$ cat src/rtl/alu_pkg.sv
// rtl/alu_pkg.sv - shared opcode type and data width for the arbitrated ALU
package alu_pkg;

    localparam int DW = 4;

    typedef enum logic [1:0] {
        ALU_ADD = 2'b00,
        ALU_SUB = 2'b01,
        ALU_AND = 2'b10,
        ALU_OR  = 2'b11
    } alu_op_t;

endpackage

$ cat src/rtl/alu4_datapath.sv
// rtl/alu4_datapath.sv - combinational 4-bit add/sub/and/or with carry-borrow out
module alu4_datapath
    import alu_pkg::*;
(
    input  logic [DW-1:0] a,
    input  logic [DW-1:0] b,
    input  alu_op_t       sel,
    output logic [DW-1:0] y,
    output logic          cout
);

    logic [DW:0] res;

    // One extra result bit carries the add carry or the subtract borrow
    always_comb begin
        res = '0;
        case (sel)
            ALU_ADD: res = {1'b0, a} + {1'b0, b};
            ALU_SUB: res = {1'b0, a} - {1'b0, b};
            ALU_AND: res = {1'b0, a & b};
            ALU_OR:  res = {1'b0, a | b};
            default: res = '0;
        endcase
    end

    assign y    = res[DW-1:0];
    assign cout = res[DW];

endmodule

$ cat src/rtl/alu_arbiter.sv
// rtl/alu_arbiter.sv - N-requester arbiter sharing one ALU; ALU_ARB_RR_EN selects round-robin
module alu_arbiter
    import alu_pkg::*;
#(
    parameter int N_REQ = 4,
    parameter int IDW   = 2
) (
    input  logic                  clk,
    input  logic                  rst,
    input  logic [N_REQ-1:0]      req_valid,
    output logic [N_REQ-1:0]      req_ready,
    input  logic [DW*N_REQ-1:0]   req_a,
    input  logic [DW*N_REQ-1:0]   req_b,
    input  logic [2*N_REQ-1:0]    req_sel,
    output logic                  rsp_valid,
    input  logic                  rsp_ready,
    output logic [DW-1:0]         rsp_y,
    output logic                  rsp_cout,
    output logic [IDW-1:0]        rsp_id
);

    logic           can_accept;
    logic           gnt_any;
    logic [IDW-1:0] gnt_idx;
    logic           xfer;
    logic [DW-1:0]  a_mux;
    logic [DW-1:0]  b_mux;
    logic [1:0]     sel_mux;
    logic [DW-1:0]  dp_y;
    logic           dp_cout;

    assign can_accept = !rsp_valid || rsp_ready;
    assign xfer       = !rst && can_accept && gnt_any;

`ifdef ALU_ARB_RR_EN
    logic [IDW-1:0] ptr;
    logic [IDW:0]   cand;

    // Round-robin search starting one past the last granted requester
    always_comb begin
        gnt_any = 1'b0;
        gnt_idx = '0;
        cand    = '0;
        for (int k = 1; k <= N_REQ; k++) begin
            cand = {1'b0, ptr} + (IDW+1)'(k);
            if (cand >= (IDW+1)'(N_REQ)) begin
                cand = cand - (IDW+1)'(N_REQ);
            end
            if (!gnt_any && req_valid[cand[IDW-1:0]]) begin
                gnt_any = 1'b1;
                gnt_idx = cand[IDW-1:0];
            end
        end
    end

    // Pointer remembers the last completed grant only
    always_ff @(posedge clk) begin
        if (rst) begin
            ptr <= '0;
        end else if (xfer) begin
            ptr <= gnt_idx;
        end
    end
`else
    // Fixed priority: scanning downward lets the lowest valid index win
    always_comb begin
        gnt_any = 1'b0;
        gnt_idx = '0;
        for (int i = N_REQ - 1; i >= 0; i--) begin
            if (req_valid[i]) begin
                gnt_any = 1'b1;
                gnt_idx = IDW'(i);
            end
        end
    end
`endif

    // One-hot accept strobe, only when the output register can take a result
    always_comb begin
        req_ready = '0;
        if (xfer) begin
            req_ready[gnt_idx] = 1'b1;
        end
    end

    // Grant-indexed operand mux feeding the single shared datapath
    always_comb begin
        a_mux   = '0;
        b_mux   = '0;
        sel_mux = '0;
        for (int i = 0; i < N_REQ; i++) begin
            if (gnt_idx == IDW'(i)) begin
                a_mux   = req_a[DW*i +: DW];
                b_mux   = req_b[DW*i +: DW];
                sel_mux = req_sel[2*i +: 2];
            end
        end
    end

    alu4_datapath u_datapath (
        .a    (a_mux),
        .b    (b_mux),
        .sel  (alu_op_t'(sel_mux)),
        .y    (dp_y),
        .cout (dp_cout)
    );

    // Output register: load on transfer, drop valid when consumed, hold otherwise
    always_ff @(posedge clk) begin
        if (rst) begin
            rsp_valid <= 1'b0;
            rsp_y     <= '0;
            rsp_cout  <= 1'b0;
            rsp_id    <= '0;
        end else if (xfer) begin
            rsp_valid <= 1'b1;
            rsp_y     <= dp_y;
            rsp_cout  <= dp_cout;
            rsp_id    <= gnt_idx;
        end else if (rsp_ready) begin
            rsp_valid <= 1'b0;
        end
    end

endmodule

$ cat config.mk
export PLATFORM = sky130hd
export DESIGN_NAME = alu_arbiter
export DESIGN_NICKNAME = d
export VERILOG_FILES = /design/src/rtl/alu_pkg.sv /design/src/rtl/alu4_datapath.sv /design/src/rtl/alu_arbiter.sv
export SDC_FILE = /design/constraint.sdc
export NUM_CORES = 1
export LEC_CHECK = 0
export ABC_AREA = 1
export BUFFER_PORTS_ARGS = -buffer_cell sky130_fd_sc_hd__buf_2
export CAP_MARGIN = 15
export CORE_ASPECT_RATIO = 1.5
export CORE_MARGIN = 4
export CORE_UTILIZATION = 30
export CTS_CLUSTER_SIZE = 10
export DETAILED_ROUTE_END_ITERATION = 10
export GPL_ROUTABILITY_DRIVEN = 0
export MAX_ROUTING_LAYER = met4
export SKIP_LAST_GASP = 1
export SLEW_MARGIN = 20
export SYNTH_ARGS = -nofsm -noshare
export SYNTH_HDL_FRONTEND = slang
export SYNTH_SLANG_ARGS = --single-unit
$ cat constraint.sdc
create_clock -name clk -period 3.7 [get_ports clk]
set_input_delay 0.555 -clock clk [delete_from_list [all_inputs] [get_ports clk]]
set_output_delay 0.555 -clock clk [all_outputs]
set_load 0.02 [all_outputs]
Yosys cells after proc, flatten, opt, wreduce, memory -nomap -nowiden
Cells that the tools add are included.
Cells by class
  add/sub/neg operators: 2
  $lt $le $gt $ge: 2
  equality and inequality tests: 6
  muxes and demuxes: 26
  bitwise operators: 2
  reduce and logical (&&, ||, !) cells: 9
Operator list (number)
  $mux 4: 9
  $pmux 5 s4: 1
  $mux 2: 8
  $eq 2x2->1 const B: 4
  $mux 1: 7
  $add 4x4->5: 1
  $sub 4x4->5: 1
  $and 4x4->4: 1
  $eq 2x1->1 const B: 2
  $logic_not 2->1: 2
  $or 4x4->4: 1
  $logic_and 1x1->1: 3
  $lt 2x3->1 const B: 1
  $demux 1 s2: 1
  $ge 2x1->1 const B: 1
  $logic_not 1->1: 2
  $reduce_bool 2->1: 1
  $logic_or 1x1->1: 1
Storage, ports and cells
  register bits: 8
  input bits: 47
  output and inout port bits: 12
  logic and storage cells: 51

Logic depth before layout (Yosys ltp)
  depth after elaboration: 11
  gate-level depth with buffers: 20
  gate-level depth less buffers: 20

Cells and area by module
From an unflattened synthesis, not the netlist that was laid out.
Unflattened totals
  cells, all modules: 169
  area, all modules: 1038.5 µm²
By module, submodules not included
  alu_arbiter: times used 1, cells each 109, area an instance 688.2 µm², seq. area each 160.2 µm²
  alu4_datapath: times used 1, cells each 60, area an instance 350.3 µm², seq. area each 0.0 µm²

Worst setup path after synthesis
Ideal clock, no wire load.
  path type: input -> register
  start point: in req_valid[2]
  end point: reg rsp_y[3]
  setup time: 0.109 ns
  arrival time: 2.656 ns
  required time: 3.591 ns
  path slack: 0.935 ns
  stages on the path: 19
  buffers on the path: 0
  cells stage by stage: inv_2 -> nand2_2 -> nand2_2 -> nand2_4 -> nor2_4 -> nand2_1 -> nand3_1 -> a21oi_4 -> ha_1 -> a21oi_1 -> xor2_1 -> ha_1 -> a21oi_1 -> nand2_1 -> xor2_1 -> a21oi_1 -> nand3_1 -> nand2_1 -> inv_1
Between the ends
  word-level cells in the longest chain between the ends: 10
  elaborated cells on any way between the ends: 32
  classes of those cells: add/sub (2); eq/ne (6); mux (19); bitwise (2); reduce/logical (3)
Ends and longest elaborated chain
  start, declared: RTL line alu_arbiter.sv:10  | input logic [N_REQ-1:0] req_valid,
  $mux 2 (3 in a row): RTL line alu_arbiter.sv:70  | if (req_valid[i]) begin
  $logic_not 2->1: RTL line alu_arbiter.sv:92  | if (gnt_idx == IDW'(i)) begin
  $mux 4 or $mux 2 (tied branches) (4 in a row): RTL line alu_arbiter.sv:92
  $sub 4x4->5 (tied with other cells): RTL line alu4_datapath.sv:19  | ALU_SUB: res = {1'b0, a} - {1'b0, b};
  $pmux 5 s4: RTL line alu4_datapath.sv:17  | case (sel)
  end signal, assigned: RTL line alu_arbiter.sv:117  | rsp_y <= dp_y;
  end, declared: RTL line alu_arbiter.sv:17  | output logic [DW-1:0] rsp_y,
Several ways; a longest one is shown, not always the timed one.
A chain may end at the register's enable or synchronous reset.

Final worst setup path
Same ends and word-level chain as after synthesis.

==> flow_metrics.py <==
metrics = {
    "routing": {
        "first_pass_iters": 4,
        "vias_per_cell": 4.63,
        "drt-total-wl_um": 3180,
        "met1_length_um": 1170,
        "drt_iter0_markers": 20,
        "wl_met2_um": 1790,
        "top_layer": "met4",
        "routed-wl-met3_um": 167,
        "avgRoutedWirePerCell_um": 11.3,
        "vias": 1301,
        "antenna_left": 0,
        "drc": 0,
    },
    "cells_and_area": {
        "area_growth_pct": 33.5,
        "regArea_um2": 160,
        "nets": 296,
        "utilization": 0.427,
        "drive_above_1_share": 0.377,
        "multi_input_area_um2": 826,
        "diodes": 0,
        "fill_cells": 407,
    },
    "clocking": {
        "postCtsSetupBuffers": 0,
        "cts-root-buf": "clkbuf_8",
        "worstSkewPairLatency_ps": 230,
        "cts_sinks": 8,
        "clk_pin_slew_ps": 40,
        "cts_resized": 0,
        "cts_tree": "built",
        "clk_path_buf_depth": 2,
        "hold_buffers": 0,
        "htreeDepth": 1,
        "cts_buffers": 3,
    },
    "global_routing": {
        "antenna_found_initial": 0,
        "grt_pass1_wl_um": 5260,
        "grt_max_degree": 16,
        "grt.overflow.total": 0,
        "first_global_vias": 1314,
        "gr-usage-all-layers": 0.143,
    },
    "logic_synthesis": {
        "synth_top_family_by_area": "simple AND/OR/NAND/NOR gates",
        "synth_cells": 179,
        "synth-simple-area-share": 0.495,
        "ys_ff_latch": 8,
        "yosysTopAreaCell": "nand2_1",
        "synth_area_mm2": 0.00111,
        "synthMuxAreaShare": 0,
        "synth_common_cells": "nand2_1 (49), inv_1 (23), nand3_1 (18)",
        "synth-edff-count": 0,
        "synthArstFlopShare": 0,
        "synth_top_area_share": 0.165,
        "synthAdderAreaFrac": 0.0967,
        "synth_nets": 234,
        "synth.distinct_cells": 28,
        "synth_top_flop_cell": "dfxtp_1",
        "ys_seq_area_frac": 0.144,
        "ys_warn_count": 0,
        "synthTopCellsByArea": "nand2_1 (17%), dfxtp_1 (14%), nand3_1 (8.1%)",
        "synth_compound_area_frac": 0.119,
        "synth_most_common_cell": "nand2_1",
        "synth-xor-area-share": 0.0315,
        "syn_area_per_cell_um2": 6.21,
    },
    "critical_path": {
        "cp-start-kind": "primary input",
        "rr_startpoint": "rsp_valid",
        "crit_buf_inv": 3,
        "crit_slowest_cell": "ha_1",
        "cp-end-kind": "flop",
        "arrival_ps": 3000,
        "r2r_cells": 8,
        "crit_path_max_fanout": 8,
        "worstPathCellList": "buf_2 > inv_2 > nand2_2 > nand2_2 > nand2_4 > nor2_4 > nand2_1 > nand3_1 > a21oi_4 > ha_1 > a21oi_1 > xor2_1 > ha_1 > a21oi_1 > nand2_1 > xor2_1 > a21oi_1 > nand3_1 > nand2_1 > inv_1",
        "path_class": "primary input to flop",
        "crit_path_max_incr_delay_ps": 290,
        "r2r-end": "rsp_y[1]",
        "reg2reg_slack_ps": 2180,
        "crit_family": "simple AND/OR/NAND/NOR gates",
        "worst-endpoint-required_ps": 3830,
    },
    "place": {
        "io_buffer_count": 58,
        "hpwl_um": 2770,
    },
    "worst_hold_path": {
        "hold_path_class": "flop to flop",
        "holdPathEnd": "rsp_id[0]",
        "hold_depth": 2,
        "hp-start": "rsp_id[0]",
    },
    "sta": {
        "setup_tns_ps": 0,
        "max_freq_mhz": 347,
        "timing.slew.headroom": 0.706,
        "hold_viol": 0,
        "skew_ps": 1.21,
        "post-route-min-period_ps": 2880,
        "maxSlewViolCount": 0,
        "setup_viol_count_final": 0,
        "grt_setup_unrepaired": "no",
        "min_period_over_period": 0.778,
        "worst_pin_slew_ps": 441,
    },
    "floorplan": {
        "rows": 26,
        "start_util": 0.320,
        "die_w_um": 57.7,
        "pin_count": 59,
        "die_height_um": 82.6,
        "core-area_mm2": 0.00348,
        "die_area_mm2": 0.00477,
    },
    "power": {
        "clockPowerShare": 0.224,
        "p_switching_uw": 193,
        "comb_power_share": 0.549,
        "leakagePower_nw": 0.868,
        "switching_share": 0.414,
        "powerDensity_mw_per_mm2": 315,
        "p_int_uw": 274,
        "seq_power_share": 0.227,
        "irDropWorstVdd_v": 0.000155,
        "power_uw": 467,
    },
    "job": {
        "cap_violations": 0,
    },
    "outcome": {
        "status": "completed",
    },
}
## routing by layer
metal,track usage,vias to the layer above
met1,0.131,567
li1,-,693
met5,-,-
met2,0.287,36
met4,0.0580,0
met3,0.0218,5
## cell type report
cell class	instances	share of cell area
clock buffers	3	0.0278
inverters	30	0.0775
multi-input cells	140	0.556
flip-flops and latches	8	0.108
well taps	42	0.0354
repair buffers	58	0.195
## how the worst max path moves through the flow
stage / startpoint / end / cells after the start
6_report: req_valid[2] / rsp_y[3] / 20
5_1_grt: req_valid[2] / rsp_y[3] / 20
4_1_cts: req_valid[2] / rsp_y[3] / 20
3_5_place_dp: req_valid[2] / rsp_y[3] / 20
3_3_place_gp: req_valid[2] / rsp_y[3] / 20
2_1_floorplan: req_valid[2] / rsp_y[3] / 19
## logic make-up (layout without fill, tap and decap cells)
logic type      after synthesis  in the layout
simple gates                107            107
fa+ha+maj                     8              8
compound gates               21             21
xor+xnor                      4              4
buf+inv                      31             91
flops                         8              8
## flip-flops by register name (all words and copies together), names as in the netlist
name,flops
rsp_cout,1
rsp_id,2
rsp_valid,1
rsp_y,4
## placed cells by master, fill, tap and decap left out, types with 6 or more instances in the layout
cell type,synthesis,routed
nand2_2,6,6
a21oi_1,11,11
ha_1,7,7
nand3_1,18,18
inv_1,23,23
inv_2,6,6
nand2_1,49,49
buf_2,0,58
nor2_1,15,15
dfxtp_1,8,8
## power by group through the flow
stage / clock, mW / sequential, mW / combinational, mW
detailed placement: 0 / 0.108 / 0.258
floorplan: 0 / 0.125 / 0.169
global placement: 0 / 0.108 / 0.258
global route: 0.115 / 0.108 / 0.296
finish: 0.104 / 0.106 / 0.257
CTS: 0.108 / 0.106 / 0.259
## worst reg2reg max path: cells and delay by family, from the launching register on
kind                   cells  cell delay (ps)
AO/OA/AOI/OAI              1              210
buffers and inverters      3              380
flip-flops                 1              300
AND/OR/NAND/NOR            4              530
## through the flow
stage | setup WS, ps | hold slack, ps | std cells | instance area, µm²
6_report | 820 | 463 | 281 | 1490
5_1_grt | 539 | 483 | 281 | 1490
4_1_cts | 827 | 461 | 281 | 1490
3_5_place_dp | 593 | 456 | 278 | 1440
3_3_place_gp | 620 | 449 | 278 | 1440
2_1_floorplan | 935 | 530 | 179 | 1110
No activity file was read; power rests on OpenSTA's default activity.
